$ cat src/rtl/atm_pkg.sv
`default_nettype none
// ============================================================================
// atm_pkg : op codes, response status codes and controller state encoding
// Revision: 1.0
// ============================================================================
package atm_pkg;

    localparam logic [2:0] OP_LOGIN    = 3'd0;
    localparam logic [2:0] OP_LOGOUT   = 3'd1;
    localparam logic [2:0] OP_BALANCE  = 3'd2;
    localparam logic [2:0] OP_WITHDRAW = 3'd3;
    localparam logic [2:0] OP_DEPOSIT  = 3'd4;
    localparam logic [2:0] OP_TRANSFER = 3'd5;

    typedef enum logic [3:0] {
        ST_OK          = 4'd0,
        ST_BAD_AUTH    = 4'd1,
        ST_LOCKED      = 4'd2,
        ST_NO_SESSION  = 4'd3,
        ST_INSUF_FUNDS = 4'd4,
        ST_BAD_DEST    = 4'd5,
        ST_OVERFLOW    = 4'd6,
        ST_TIMEOUT     = 4'd7,
        ST_ILLEGAL     = 4'd8
    } status_e;

    typedef enum logic [1:0] {
        S_WAIT_CMD = 2'd0,
        S_SCAN     = 2'd1,
        S_EXEC     = 2'd2,
        S_RESP     = 2'd3
    } state_e;

    // Ops that need the account table searched before execution
    function automatic logic is_scan_op(input logic [2:0] op);
        return (op == OP_LOGIN) || (op == OP_TRANSFER);
    endfunction

endpackage
`default_nettype wire

$ cat src/rtl/atm_acct_scan.sv
`default_nettype none
// ============================================================================
// atm_acct_scan : walks the account table one entry per cycle, matching a
//                 source and a destination account number in the same pass
// Revision: 1.0
// ============================================================================
module atm_acct_scan #(
    parameter int NUM   = 10,
    parameter int ACC_W = 12,
    parameter int IDX_W = 4
) (
    input  logic             clk,
    input  logic             rst,
    input  logic             start_i,
    input  logic [ACC_W-1:0] src_acc_i,
    input  logic [ACC_W-1:0] dst_acc_i,
    input  logic [ACC_W-1:0] entry_acc_i,
    output logic [IDX_W-1:0] idx_o,
    output logic             done_o,
    output logic             src_found_o,
    output logic [IDX_W-1:0] src_idx_o,
    output logic             dst_found_o,
    output logic [IDX_W-1:0] dst_idx_o
);

    logic             busy_q;
    logic [IDX_W-1:0] idx_q;
    logic             src_found_q, dst_found_q;
    logic [IDX_W-1:0] src_idx_q, dst_idx_q;

    always_ff @(posedge clk) begin
        if (rst) begin
            busy_q      <= 1'b0;
            idx_q       <= '0;
            src_found_q <= 1'b0;
            dst_found_q <= 1'b0;
            src_idx_q   <= '0;
            dst_idx_q   <= '0;
        end else if (start_i) begin
            busy_q      <= 1'b1;
            idx_q       <= '0;
            src_found_q <= 1'b0;
            dst_found_q <= 1'b0;
            src_idx_q   <= '0;
            dst_idx_q   <= '0;
        end else if (busy_q) begin
            // First hit is kept, so the lowest matching index wins
            if (!src_found_q && (entry_acc_i == src_acc_i)) begin
                src_found_q <= 1'b1;
                src_idx_q   <= idx_q;
            end
            if (!dst_found_q && (entry_acc_i == dst_acc_i)) begin
                dst_found_q <= 1'b1;
                dst_idx_q   <= idx_q;
            end
            if (idx_q == IDX_W'(NUM - 1)) begin
                busy_q <= 1'b0;
            end else begin
                idx_q <= idx_q + 1'b1;
            end
        end
    end

    assign idx_o       = idx_q;
    assign done_o      = busy_q && (idx_q == IDX_W'(NUM - 1));
    assign src_found_o = src_found_q;
    assign src_idx_o   = src_idx_q;
    assign dst_found_o = dst_found_q;
    assign dst_idx_o   = dst_idx_q;

endmodule
`default_nettype wire

$ cat src/rtl/atm_session_ctrl.sv
`default_nettype none
// ============================================================================
// atm_session_ctrl : ATM account table, session, PIN lockout and transfers
// Revision: 1.0
// ============================================================================
module atm_session_ctrl
    import atm_pkg::*;
#(
    parameter int NUM_ACCOUNTS = 10,
    parameter int ACC_W        = 12,
    parameter int PIN_W        = 4,
    parameter int BAL_W        = 16,
    parameter int AMT_W        = 11,
    parameter int ACC_BASE     = 2000,
    parameter int INIT_BAL     = 500,
    parameter int MAX_TRIES    = 3,
    parameter int TIMEOUT_CYC  = 1000
) (
    input  logic                            clk,
    input  logic                            rst,
    input  logic                            cmd_valid,
    output logic                            cmd_ready,
    input  logic [2:0]                      cmd_op,
    input  logic [ACC_W-1:0]                cmd_acc,
    input  logic [PIN_W-1:0]                cmd_pin,
    input  logic [ACC_W-1:0]                cmd_dest,
    input  logic [AMT_W-1:0]                cmd_amount,
    input  logic                            cfg_we,
    input  logic [$clog2(NUM_ACCOUNTS)-1:0] cfg_idx,
    input  logic [ACC_W-1:0]                cfg_acc,
    input  logic [PIN_W-1:0]                cfg_pin,
    input  logic [BAL_W-1:0]                cfg_bal,
    output logic                            rsp_valid,
    output logic [3:0]                      rsp_status,
    output logic [BAL_W-1:0]                rsp_balance,
    output logic                            session_active,
    output logic [NUM_ACCOUNTS-1:0]         locked_mask
);

    localparam int IDX_W  = $clog2(NUM_ACCOUNTS);
    localparam int FAIL_W = $clog2(MAX_TRIES + 1);
    localparam int TMO_W  = $clog2(TIMEOUT_CYC + 1);

    state_e state_q, state_d;

    logic [2:0]       op_q;
    logic [ACC_W-1:0] acc_l_q, dest_l_q;
    logic [PIN_W-1:0] pin_l_q;
    logic [AMT_W-1:0] amt_q;
    logic             sess_q;
    logic [IDX_W-1:0] sess_idx_q;
    logic [TMO_W-1:0] tmo_q;
    logic             rsp_valid_q;
    status_e          rsp_status_q;
    logic [BAL_W-1:0] rsp_balance_q;

    logic [ACC_W-1:0]  acc_q  [NUM_ACCOUNTS];
    logic [PIN_W-1:0]  pin_q  [NUM_ACCOUNTS];
    logic [BAL_W-1:0]  bal_q  [NUM_ACCOUNTS];
    logic [FAIL_W-1:0] fail_q [NUM_ACCOUNTS];
    logic [NUM_ACCOUNTS-1:0] lock_q;

    logic             w_hs, w_tmo_fire, w_cfg_wr;
    logic [IDX_W-1:0] w_scan_idx, w_src_idx, w_dst_idx;
    logic             w_scan_done, w_src_found, w_dst_found;
    logic [ACC_W-1:0] w_entry_acc;

    assign w_hs       = cmd_valid && (state_q == S_WAIT_CMD);
    assign w_tmo_fire = (state_q == S_WAIT_CMD) && sess_q && !cmd_valid &&
                        (tmo_q == TMO_W'(TIMEOUT_CYC - 1));
    assign w_cfg_wr   = cfg_we && (state_q == S_WAIT_CMD) && !sess_q &&
                        (int'(cfg_idx) < NUM_ACCOUNTS);
    assign w_entry_acc = acc_q[w_scan_idx];

    atm_acct_scan #(
        .NUM   (NUM_ACCOUNTS),
        .ACC_W (ACC_W),
        .IDX_W (IDX_W)
    ) u_scan (
        .clk         (clk),
        .rst         (rst),
        .start_i     (w_hs && is_scan_op(cmd_op)),
        .src_acc_i   (acc_l_q),
        .dst_acc_i   (dest_l_q),
        .entry_acc_i (w_entry_acc),
        .idx_o       (w_scan_idx),
        .done_o      (w_scan_done),
        .src_found_o (w_src_found),
        .src_idx_o   (w_src_idx),
        .dst_found_o (w_dst_found),
        .dst_idx_o   (w_dst_idx)
    );

    always_comb begin
        state_d = state_q;
        case (state_q)
            S_WAIT_CMD: begin
                if (w_hs)            state_d = is_scan_op(cmd_op) ? S_SCAN : S_EXEC;
                else if (w_tmo_fire) state_d = S_RESP;
            end
            S_SCAN:  if (w_scan_done) state_d = S_EXEC;
            S_EXEC:  state_d = S_RESP;
            S_RESP:  state_d = S_WAIT_CMD;
            default: state_d = S_WAIT_CMD;
        endcase
    end

    // Execution results, applied on the EXEC -> RESP edge
    status_e           x_status;
    logic              x_sess, x_src_we, x_dst_we, x_fail_we, x_lock_set;
    logic [IDX_W-1:0]  x_sess_idx;
    logic [BAL_W-1:0]  x_src_bal, x_dst_bal, x_rsp_bal;
    logic [FAIL_W-1:0] x_fail_val;
    logic [BAL_W-1:0]  w_amt, w_sess_bal, w_dst_cur;
    logic [BAL_W:0]    w_dep_sum, w_dst_sum;

    assign w_amt      = BAL_W'(amt_q);
    assign w_sess_bal = bal_q[sess_idx_q];
    assign w_dst_cur  = bal_q[w_dst_idx];
    assign w_dep_sum  = {1'b0, w_sess_bal} + {1'b0, w_amt};
    assign w_dst_sum  = {1'b0, w_dst_cur} + {1'b0, w_amt};

    always_comb begin
        x_status   = ST_OK;
        x_sess     = sess_q;
        x_sess_idx = sess_idx_q;
        x_src_we   = 1'b0;
        x_src_bal  = w_sess_bal;
        x_dst_we   = 1'b0;
        x_dst_bal  = w_dst_sum[BAL_W-1:0];
        x_fail_we  = 1'b0;
        x_fail_val = '0;
        x_lock_set = 1'b0;
        case (op_q)
            OP_LOGIN: begin
                x_sess = 1'b0;
                if (!w_src_found) begin
                    x_status = ST_BAD_AUTH;
                end else if (lock_q[w_src_idx]) begin
                    x_status = ST_LOCKED;
                end else if (pin_q[w_src_idx] != pin_l_q) begin
                    x_status   = ST_BAD_AUTH;
                    x_fail_we  = 1'b1;
                    x_fail_val = fail_q[w_src_idx] + FAIL_W'(1);
                    x_lock_set = (x_fail_val >= FAIL_W'(MAX_TRIES));
                end else begin
                    x_fail_we  = 1'b1;
                    x_sess     = 1'b1;
                    x_sess_idx = w_src_idx;
                end
            end
            OP_LOGOUT: begin
                if (!sess_q) x_status = ST_NO_SESSION;
                else         x_sess   = 1'b0;
            end
            OP_BALANCE: begin
                if (!sess_q) x_status = ST_NO_SESSION;
            end
            OP_WITHDRAW: begin
                if (!sess_q) begin
                    x_status = ST_NO_SESSION;
                end else if (w_amt > w_sess_bal) begin
                    x_status = ST_INSUF_FUNDS;
                end else begin
                    x_src_we  = 1'b1;
                    x_src_bal = w_sess_bal - w_amt;
                end
            end
            OP_DEPOSIT: begin
                if (!sess_q) begin
                    x_status = ST_NO_SESSION;
                end else if (w_dep_sum[BAL_W]) begin
                    x_status = ST_OVERFLOW;
                end else begin
                    x_src_we  = 1'b1;
                    x_src_bal = w_dep_sum[BAL_W-1:0];
                end
            end
            OP_TRANSFER: begin
                if (!sess_q) begin
                    x_status = ST_NO_SESSION;
                end else if (!w_dst_found || (w_dst_idx == sess_idx_q)) begin
                    x_status = ST_BAD_DEST;
                end else if (w_amt > w_sess_bal) begin
                    x_status = ST_INSUF_FUNDS;
                end else if (w_dst_sum[BAL_W]) begin
                    x_status = ST_OVERFLOW;
                end else begin
                    x_src_we  = 1'b1;
                    x_src_bal = w_sess_bal - w_amt;
                    x_dst_we  = 1'b1;
                end
            end
            default: x_status = ST_ILLEGAL;
        endcase
        if (!x_sess)       x_rsp_bal = '0;
        else if (x_src_we) x_rsp_bal = x_src_bal;
        else               x_rsp_bal = bal_q[x_sess_idx];
    end

    always_ff @(posedge clk) begin
        if (rst) begin
            state_q       <= S_WAIT_CMD;
            op_q          <= '0;
            acc_l_q       <= '0;
            dest_l_q      <= '0;
            pin_l_q       <= '0;
            amt_q         <= '0;
            sess_q        <= 1'b0;
            sess_idx_q    <= '0;
            tmo_q         <= '0;
            rsp_valid_q   <= 1'b0;
            rsp_status_q  <= ST_OK;
            rsp_balance_q <= '0;
        end else begin
            state_q     <= state_d;
            rsp_valid_q <= 1'b0;
            if (w_hs) begin
                op_q     <= cmd_op;
                acc_l_q  <= cmd_acc;
                dest_l_q <= cmd_dest;
                pin_l_q  <= cmd_pin;
                amt_q    <= cmd_amount;
                tmo_q    <= '0;
            end else if (w_tmo_fire) begin
                sess_q        <= 1'b0;
                tmo_q         <= '0;
                rsp_valid_q   <= 1'b1;
                rsp_status_q  <= ST_TIMEOUT;
                rsp_balance_q <= '0;
            end else if ((state_q == S_WAIT_CMD) && sess_q) begin
                tmo_q <= tmo_q + 1'b1;
            end else if (!sess_q) begin
                tmo_q <= '0;
            end
            if (state_q == S_EXEC) begin
                sess_q        <= x_sess;
                sess_idx_q    <= x_sess_idx;
                rsp_valid_q   <= 1'b1;
                rsp_status_q  <= x_status;
                rsp_balance_q <= x_rsp_bal;
            end
        end
    end

    always_ff @(posedge clk) begin
        if (rst) begin
            for (int i = 0; i < NUM_ACCOUNTS; i++) begin
                acc_q[i]  <= ACC_W'(ACC_BASE + i);
                pin_q[i]  <= PIN_W'(i);
                bal_q[i]  <= BAL_W'(INIT_BAL);
                fail_q[i] <= '0;
                lock_q[i] <= 1'b0;
            end
        end else begin
            for (int i = 0; i < NUM_ACCOUNTS; i++) begin
                if (w_cfg_wr && (cfg_idx == IDX_W'(i))) begin
                    acc_q[i]  <= cfg_acc;
                    pin_q[i]  <= cfg_pin;
                    bal_q[i]  <= cfg_bal;
                    fail_q[i] <= '0;
                    lock_q[i] <= 1'b0;
                end
                if (state_q == S_EXEC) begin
                    if (x_src_we && (sess_idx_q == IDX_W'(i))) bal_q[i] <= x_src_bal;
                    if (x_dst_we && (w_dst_idx == IDX_W'(i)))  bal_q[i] <= x_dst_bal;
                    if (x_fail_we && (w_src_idx == IDX_W'(i))) begin
                        fail_q[i] <= x_fail_val;
                        if (x_lock_set) lock_q[i] <= 1'b1;
                    end
                end
            end
        end
    end

    assign cmd_ready      = (state_q == S_WAIT_CMD);
    assign rsp_valid      = rsp_valid_q;
    assign rsp_status     = rsp_status_q;
    assign rsp_balance    = rsp_balance_q;
    assign session_active = sess_q;
    assign locked_mask    = lock_q;

endmodule
`default_nettype wire

$ cat config.mk
export PLATFORM = sky130hd
export DESIGN_NAME = atm_session_ctrl
export DESIGN_NICKNAME = d
export VERILOG_FILES = /design/src/rtl/atm_pkg.sv /design/src/rtl/atm_acct_scan.sv /design/src/rtl/atm_session_ctrl.sv
export SDC_FILE = /design/constraint.sdc
export NUM_CORES = 1
export LEC_CHECK = 0
export ABC_CLOCK_PERIOD_IN_PS = 7430
export BUFFER_PORTS_ARGS = -buffer_cell sky130_fd_sc_hd__buf_2
export CAP_MARGIN = 20
export CORE_UTILIZATION = 63
export DETAILED_ROUTE_END_ITERATION = 8
export HOLD_SLACK_MARGIN = 0.06
export PLACE_DENSITY = 0.78
export SYNTH_ARGS = -nofsm -noshare
export SYNTH_HDL_FRONTEND = slang
export SYNTH_HIERARCHICAL = 1
export SYNTH_SLANG_ARGS = --single-unit
$ cat constraint.sdc
create_clock -name clk -period 7.43 [get_ports clk]
set_clock_uncertainty 0.2 [all_clocks]
set_input_delay 0.3715 -clock clk [delete_from_list [all_inputs] [get_ports clk]]
set_output_delay 0.3715 -clock clk [all_outputs]
set_load 0.1 [all_outputs]
Word level (Yosys, flattened, before mapping)

Memories as Yosys holds them, arrays and structs flattened. A register that Yosys moved wholly into a read port is not among the register bits.
Index checks and enable logic that the tools add are counted.

Reduce and logical (&&, ||, !) cells: 73
Equality and inequality tests: 55
Order comparisons: 4
Add/subtract/negate cells: 6
Bitwise logic cells: 71
Mux-type cells: 349

Operators with widths:

| kind                                          | count |
|---|---|
| two-way mux 16 bit                            | 43 |
| two-way mux 1 bit                             | 222 |
| two-way mux 12 bit                            | 10 |
| two-way mux 4 bit                             | 27 |
| bitwise OR 1 bit                              | 70 |
| == test 4 x 3 -> 1 bit, second input constant | 16 |
| two-way mux 2 bit                             | 31 |
| logical AND 1 bit                             | 51 |
| one-hot mux 16 bit (3 select lines)           | 1 |
| == test 4 bit, second input constant          | 9 |
| adder 16 x 11 -> 17 bit                       | 2 |
| == test 4 x 2 -> 1 bit, second input constant | 8 |
| == test 12 bit                                | 2 |
| two-way mux 3 bit                             | 8 |
| two-way mux 10 bit                            | 2 |
| one-hot mux 4 bit (5 select lines)            | 1 |
| == test 4 x 1 -> 1 bit, second input constant | 4 |
| > comparator 11 x 16 -> 1 bit                 | 1 |
| zero test 4 bit                               | 4 |
| subtractor 16 x 11 -> 16 bit                  | 1 |
| adder 10 x 1 -> 10 bit, second input constant | 1 |
| == test 10 bit, second input constant         | 1 |
| AND reduction 2 bit                           | 5 |
| == test 3 bit, second input constant          | 3 |
| 25 further kinds                              | 35 |

Memories kept: 4
Memory bits (writable): 340
Word-level logic and storage cells: 581
Register bits after elaboration: 105
Bits of input ports: 82
Output and inout bits: 33

Memory list:

| memory | words | bits a word | read ports | clocked after Yosys merged registers in | wr ports | RTL line               | source |
|---|---|---|---|---|---|---|---|
| bal_q  | 10    | 16          | 3          | 2                                       | 10       | atm_session_ctrl.sv:59 | `logic [BAL_W-1:0] bal_q [NUM_ACCOUNTS];` |
| acc_q  | 10    | 12          | 1          | 1                                       | 10       | atm_session_ctrl.sv:57 | `logic [ACC_W-1:0] acc_q [NUM_ACCOUNTS];` |
| pin_q  | 10    | 4           | 1          | 1                                       | 10       | atm_session_ctrl.sv:58 | `logic [PIN_W-1:0] pin_q [NUM_ACCOUNTS];` |
| fail_q | 10    | 2           | 1          | 1                                       | 10       | atm_session_ctrl.sv:60 | `logic [FAIL_W-1:0] fail_q [NUM_ACCOUNTS];` |

Logic depth before layout (Yosys ltp)

Depth in word-level cells: 13
Gate-level depth with buffers: 21
Depth with buffers taken out: 17

Cells and area by module

The synthesis kept the hierarchy.

Modules (own cells, without submodules):

| module           | cells each | times used | seq. area each (um^2) | area each (um^2) |
|---|---|---|---|---|
| atm_session_ctrl | 2483       | 1          | 12091.6               | 26231.4 |
| atm_acct_scan    | 93         | 1          | 300.3                 | 868.3 |

Worst setup path before layout

No wires, ideal clock.

Path kind: register to register
Start point: reg u_scan.dst_idx_q[0] (netlist: u_scan/dst_idx_o[0])
End point: mem bal_q[8][0] (enable)
Cell stages (with the launch flop): 20
Library setup time: 0.375 ns
Data required time: 6.855 ns
Data arrival time: 5.863 ns
Buffers on the path: 8
Setup slack: 0.992 ns
Cells stage by stage: dfxtp_1 > buf_2 > buf_2 > buf_1 > clkbuf_1 > clkbuf_1 > clkbuf_1 > mux2i_1 > a21oi_1 > ha_1 > a22o_1 > o41ai_1 > a31oi_1 > a211oi_2 > o211ai_1 > a21o_1 > buf_8 > or3_1 > buf_2 > nand3_1

RTL lines:

| what                   | RTL line               | source |
|---|---|---|
| start, declared        | atm_acct_scan.sv:29    | `logic [IDX_W-1:0] src_idx_q, dst_idx_q;` |
| start signal, assigned | atm_acct_scan.sv:54    | `dst_idx_q <= idx_q;` |
| end, declared          | atm_session_ctrl.sv:59 |  |

==> flow_summary.html <==
<table>
<tr><th>Metric</th><th>Value</th></tr>
<tr><th colspan="2">Worst setup path</th></tr>
<tr><td>Maximum fanout along the worst path</td><td>46</td></tr>
<tr><td>Kind of cell adding the most delay to the critical path</td><td>compound AO/OA/AOI/OAI gates</td></tr>
<tr><td>Worst Path Buf+Inv</td><td>2</td></tr>
<tr><td>Series of cell instances along the critical path</td><td>mux4_2, nor2b_1, a211oi_1, a21oi_1, fa_1, a21oi_1, nor2_1, o2111ai_1, a31oi_1, a211oi_2, o211ai_1, buf_4, a21o_1, or3_1, nand3_1, buf_4</td></tr>
<tr><td>Crit path DAT</td><td>6600 ps</td></tr>
<tr><td>Required time at the endpoint of the critical path</td><td>roughly 7500 ps</td></tr>
<tr><td>Peak per-stage delay on the critical path</td><td>about 830 ps</td></tr>
<tr><td>Worst setup SP type</td><td>register</td></tr>
<tr><td>Endpoint class of the critical path</td><td>register</td></tr>
<tr><td>Worst path slowest cell</td><td>dfxtp_4</td></tr>
<tr><td>Startpoint-to-endpoint class of the critical path</td><td>register to register</td></tr>
<tr><th colspan="2">CTS</th></tr>
<tr><td>Root buf cell</td><td>clkbuf_16</td></tr>
<tr><td>CTS-repair resized insts</td><td>0</td></tr>
<tr><td>Number of sinks handled by clock tree synthesis</td><td>449</td></tr>
<tr><td>CTS buffer count</td><td>47</td></tr>
<tr><td>CTS clock-pin slew for the worst setup and hold paths</td><td>60 ps</td></tr>
<tr><td>CTS tree</td><td>built</td></tr>
<tr><td># H-tree levels</td><td>2</td></tr>
<tr><td>Clock tree buffer depth</td><td>3</td></tr>
<tr><td>Skew-Pair Late Insertion Delay</td><td>600 ps</td></tr>
<tr><th colspan="2">Global route</th></tr>
<tr><td>Via count of the first global-routing pass</td><td>22,700</td></tr>
<tr><td>Pin count of the biggest net entering global routing</td><td>66</td></tr>
<tr><td>First-pass GRT wire length</td><td>143,000 µm</td></tr>
<tr><td>GRT Resource Usage Total</td><td>0.441</td></tr>
<tr><td>Antenna violations before repair</td><td>2</td></tr>
<tr><td>Global route total overflow</td><td>0</td></tr>
<tr><th colspan="2">Floorplan</th></tr>
<tr><td>Die area</td><td>0.0438 mm²</td></tr>
<tr><td>Die Ht</td><td>~210 µm</td></tr>
<tr><td>Standard cell core area</td><td>0.0422 mm²</td></tr>
<tr><td>Die extent in x</td><td>209 µm</td></tr>
<tr><td>Standard-cell row count</td><td>75</td></tr>
<tr><td>Starting utilization of the core area</td><td>0.642</td></tr>
<tr><td>Number of top-level pins</td><td>115</td></tr>
<tr><th colspan="2">STA</th></tr>
<tr><td>Least-Margin Pin Slew</td><td>1230 ps</td></tr>
<tr><td>Number of hold violations in the final report</td><td>0</td></tr>
<tr><td>Unrepaired setup endpoints after global routing</td><td>no</td></tr>
<tr><td>Final period util</td><td>0.876</td></tr>
<tr><td>Highest Clock Rate</td><td>0.154 GHz</td></tr>
<tr><td>Max-slew headroom at the worst pin</td><td>0.179</td></tr>
<tr><td>Final setup TNS</td><td>0 ps</td></tr>
<tr><td>Min cycle time layout</td><td>6510 ps</td></tr>
<tr><td>Worst hold-check slack</td><td>~89 ps</td></tr>
<tr><td>Final Max Tran Viols</td><td>0</td></tr>
<tr><td>Final setup fails</td><td>0</td></tr>
<tr><th colspan="2">Place</th></tr>
<tr><td>Final weighted congestion in routability-driven placement</td><td>1.04</td></tr>
<tr><td>Dpl hpwl</td><td>69,700 µm</td></tr>
<tr><td>Count of buffers from port buffering</td><td>114</td></tr>
<tr><td>Placed instance count</td><td>roughly 3,100</td></tr>
<tr><th colspan="2">Pwr</th></tr>
<tr><td>Internal portion of total power</td><td>4.89 mW</td></tr>
<tr><td>Power density normalized to cell area</td><td>about 250 mW/mm²</td></tr>
<tr><td>Switching Power</td><td>2.82 mW</td></tr>
<tr><td>Relative contribution of combinational cells to total power</td><td>0.296</td></tr>
<tr><td>Worst voltage drop across the vdd grid</td><td>0.000217 V</td></tr>
<tr><td>Clock power frac</td><td>0.315</td></tr>
<tr><td>Switch share</td><td>0.366</td></tr>
<tr><td>Power share of the sequential group</td><td>0.389</td></tr>
<tr><td>Leak pwr</td><td>9.95 nW</td></tr>
<tr><th colspan="2">Layout</th></tr>
<tr><td>Multi-input combinational cell area</td><td>around 0.014 mm²</td></tr>
<tr><td>Final cell count without fillers</td><td>3,261</td></tr>
<tr><td>Highest-count cells in the layout ignoring fill and taps</td><td>340 x edfxtp_1, 332 x nand2_1, 142 x nor2_1, 140 x a21oi_1, 123 x mux2i_1</td></tr>
<tr><td>Layout cells sized above 1</td><td>0.163</td></tr>
<tr><td>Count of filler cells inserted in the layout</td><td>~2,900</td></tr>
<tr><td>Inserted Diodes</td><td>0</td></tr>
<tr><td>Final layout net count</td><td>between 2,000 and 3,000</td></tr>
<tr><td>Commonest non-fill, non-tap cell in the layout</td><td>edfxtp_1</td></tr>
<tr><td>Sequential cell area</td><td>between 0.01 and 0.015 mm²</td></tr>
<tr><td>Final core utilization</td><td>0.719</td></tr>
<tr><td>Layout overhead on the synthesized area</td><td>12.0%</td></tr>
<tr><th colspan="2">Job</th></tr>
<tr><td>Number of max-cap violations</td><td>0</td></tr>
<tr><th colspan="2">Drt</th></tr>
<tr><td>DR DRC count</td><td>0</td></tr>
<tr><td>Wire length after detailed routing</td><td>around 100,000 µm</td></tr>
<tr><td>Average routed wire per standard cell</td><td>30.0 µm</td></tr>
<tr><td>Drt first pass iters</td><td>7</td></tr>
<tr><td>Number of vias per cell after detailed routing</td><td>7.39</td></tr>
<tr><td>Number of vias in the routed layout</td><td>24,100</td></tr>
<tr><td>Antenna Nets Post-Route</td><td>0</td></tr>
<tr><td>Initial detailed-routing violation count</td><td>4,054</td></tr>
<tr><th colspan="2">Synth</th></tr>
<tr><td>Post-synth cell types</td><td>103</td></tr>
<tr><td>Average instance area after synthesis</td><td>around 11 µm²</td></tr>
<tr><td>FFs w/ async S/R, synth</td><td>0</td></tr>
<tr><td>Number of warnings issued by yosys</td><td>6</td></tr>
<tr><td>Post-synthesis cell count</td><td>2,576</td></tr>
<tr><td>Most used flip-flop cell after synthesis</td><td>edfxtp_1</td></tr>
<tr><td>Seq/Total Area, Yosys</td><td>0.457</td></tr>
<tr><td>Number of enable-type register cells in the synthesized netlist</td><td>340</td></tr>
<tr><td>Syn_nets</td><td>2,702</td></tr>
<tr><td>Area of the mapped netlist</td><td>0.0271 mm²</td></tr>
<tr><td>Total of flip-flops plus latches after synthesis</td><td>449</td></tr>
<tr><th colspan="2">Status</th></tr>
<tr><td>Run status</td><td>finished clean</td></tr>
<tr><th colspan="2">Min path</th></tr>
<tr><td>Class of the tightest hold or removal check</td><td>input pin to register</td></tr>
</table>
-- per-layer routing --
layer / track usage / share of wire / vias to the layer above
met1: 0.622 / 0.38 / 11600
li1: - / - / 10100
met4: 0.126 / 0.029 / 4
met2: 0.627 / 0.42 / 2127
met3: 0.178 / 0.18 / 268
met5: 0 / 0.00028 / -
-- cell usage after synthesis, types with 7 or more instances --
cell	n	area (µm²)
o221ai_1	35	307
nor4_1	10	62.6
and2_1	22	138
and3_1	82	513
a32oi_1	47	412
xnor2_1	23	201
o211ai_1	40	300
clkbuf_1	123	462
nor2_1	142	533
dfxtp_1	109	2180
a31oi_1	7	43.8
a22oi_1	50	375
mux2_2	20	225
inv_1	47	176
nand3b_1	9	67.6
buf_2	27	135
o21ai_1	7	35.0
o22ai_1	24	150
a21o_1	7	52.6
or3_1	65	407
nand2b_1	71	444
nor2b_1	56	350
mux4_2	85	1910
a221o_1	8	80.1
a211oi_1	45	338
or2_2	13	81.3
mux2i_1	124	1240
ha_1	41	513
edfxtp_1	340	10200
a221oi_1	38	333
a21oi_1	140	701
nand3_1	48	240
nor3_1	31	155
xor2_1	29	254
o31ai_1	9	67.6
o21a_1	7	52.6
nand2_1	332	1250
nand4_1	14	87.6
buf_1	30	113
o21ai_0	88	440
-- layout make-up --
cell class / count / share of cell area
clock inverters: 23 / 0.00820
repair buffers: 260 / 0.0611
well taps: 539 / 0.0222
flip-flops and latches: 449 / 0.409
multi-input cells: 1878 / 0.450
clock buffers: 64 / 0.0435
inverters: 48 / 0.00594
-- registers in the layout (all words and copies together) (netlist names), 11 cells and up, named ones only --
signal and flops:
bal_q 160, acc_q 120, pin_q 40, fail_q 20, rsp_balance 16, acc_l_q 12, dest_l_q 12, amt_q 11
-- power by group through the flow --
| stage | registers, mW | clock network [mW] | logic [mW] |
|---|---|---|---|
| global route | 3.01 | 2.50 | 2.36 |
| finish | 3.00 | 2.43 | 2.28 |
| floorplan | 3.00 | 0 | 1.42 |
| CTS | 2.99 | 2.41 | 2.14 |
| detailed placement | 3.04 | 0 | 2.10 |
| global placement | 3.04 | 0 | 2.06 |
-- path summary, 6_finish.rpt --
path                                     to           startpoint  slack (ps)  cells past startpoint
worst min-delay path            acc_q[2][5]           cfg_acc[5]          90                      2
worst min register to register   acc_l_q[9]           acc_l_q[9]         280                      2
worst max-delay path            bal_q[9][1]  u_scan/dst_idx_o[0]         920                     16
worst max register to register  bal_q[9][1]  u_scan/dst_idx_o[0]         920                     16
-- per-stage QoR --
stage / cell area, µm² / power, mW / setup WS (ps)
2_1_floorplan: 27100 / 4.42 / 992
3_3_place_gp: 28100 / 5.09 / 1200
3_5_place_dp: 28100 / 5.14 / 1100
4_1_cts: 30300 / 7.54 / 1080
5_1_grt: 30300 / 7.87 / 674
6_report: 30300 / 7.71 / 918
-- repair_timing --
item / in CTS / in global routing
buffers inserted: 0 / 0
endpoints found under the hold margin: 181 / 0
hold buffers: 61 / 0
-- cell families (layout without fill, tap and decap cells) --
family          Yosys count  in the layout  synth area share
simple gates            928            928             0.172
compound gates          620            620             0.162
flops                   449            449             0.457
buf+inv                 249            395            0.0412
mux                     234            234             0.130
xor+xnor                 52             52            0.0168
fa+ha+maj                44             44            0.0211
(Power assumes the default switching activity.)
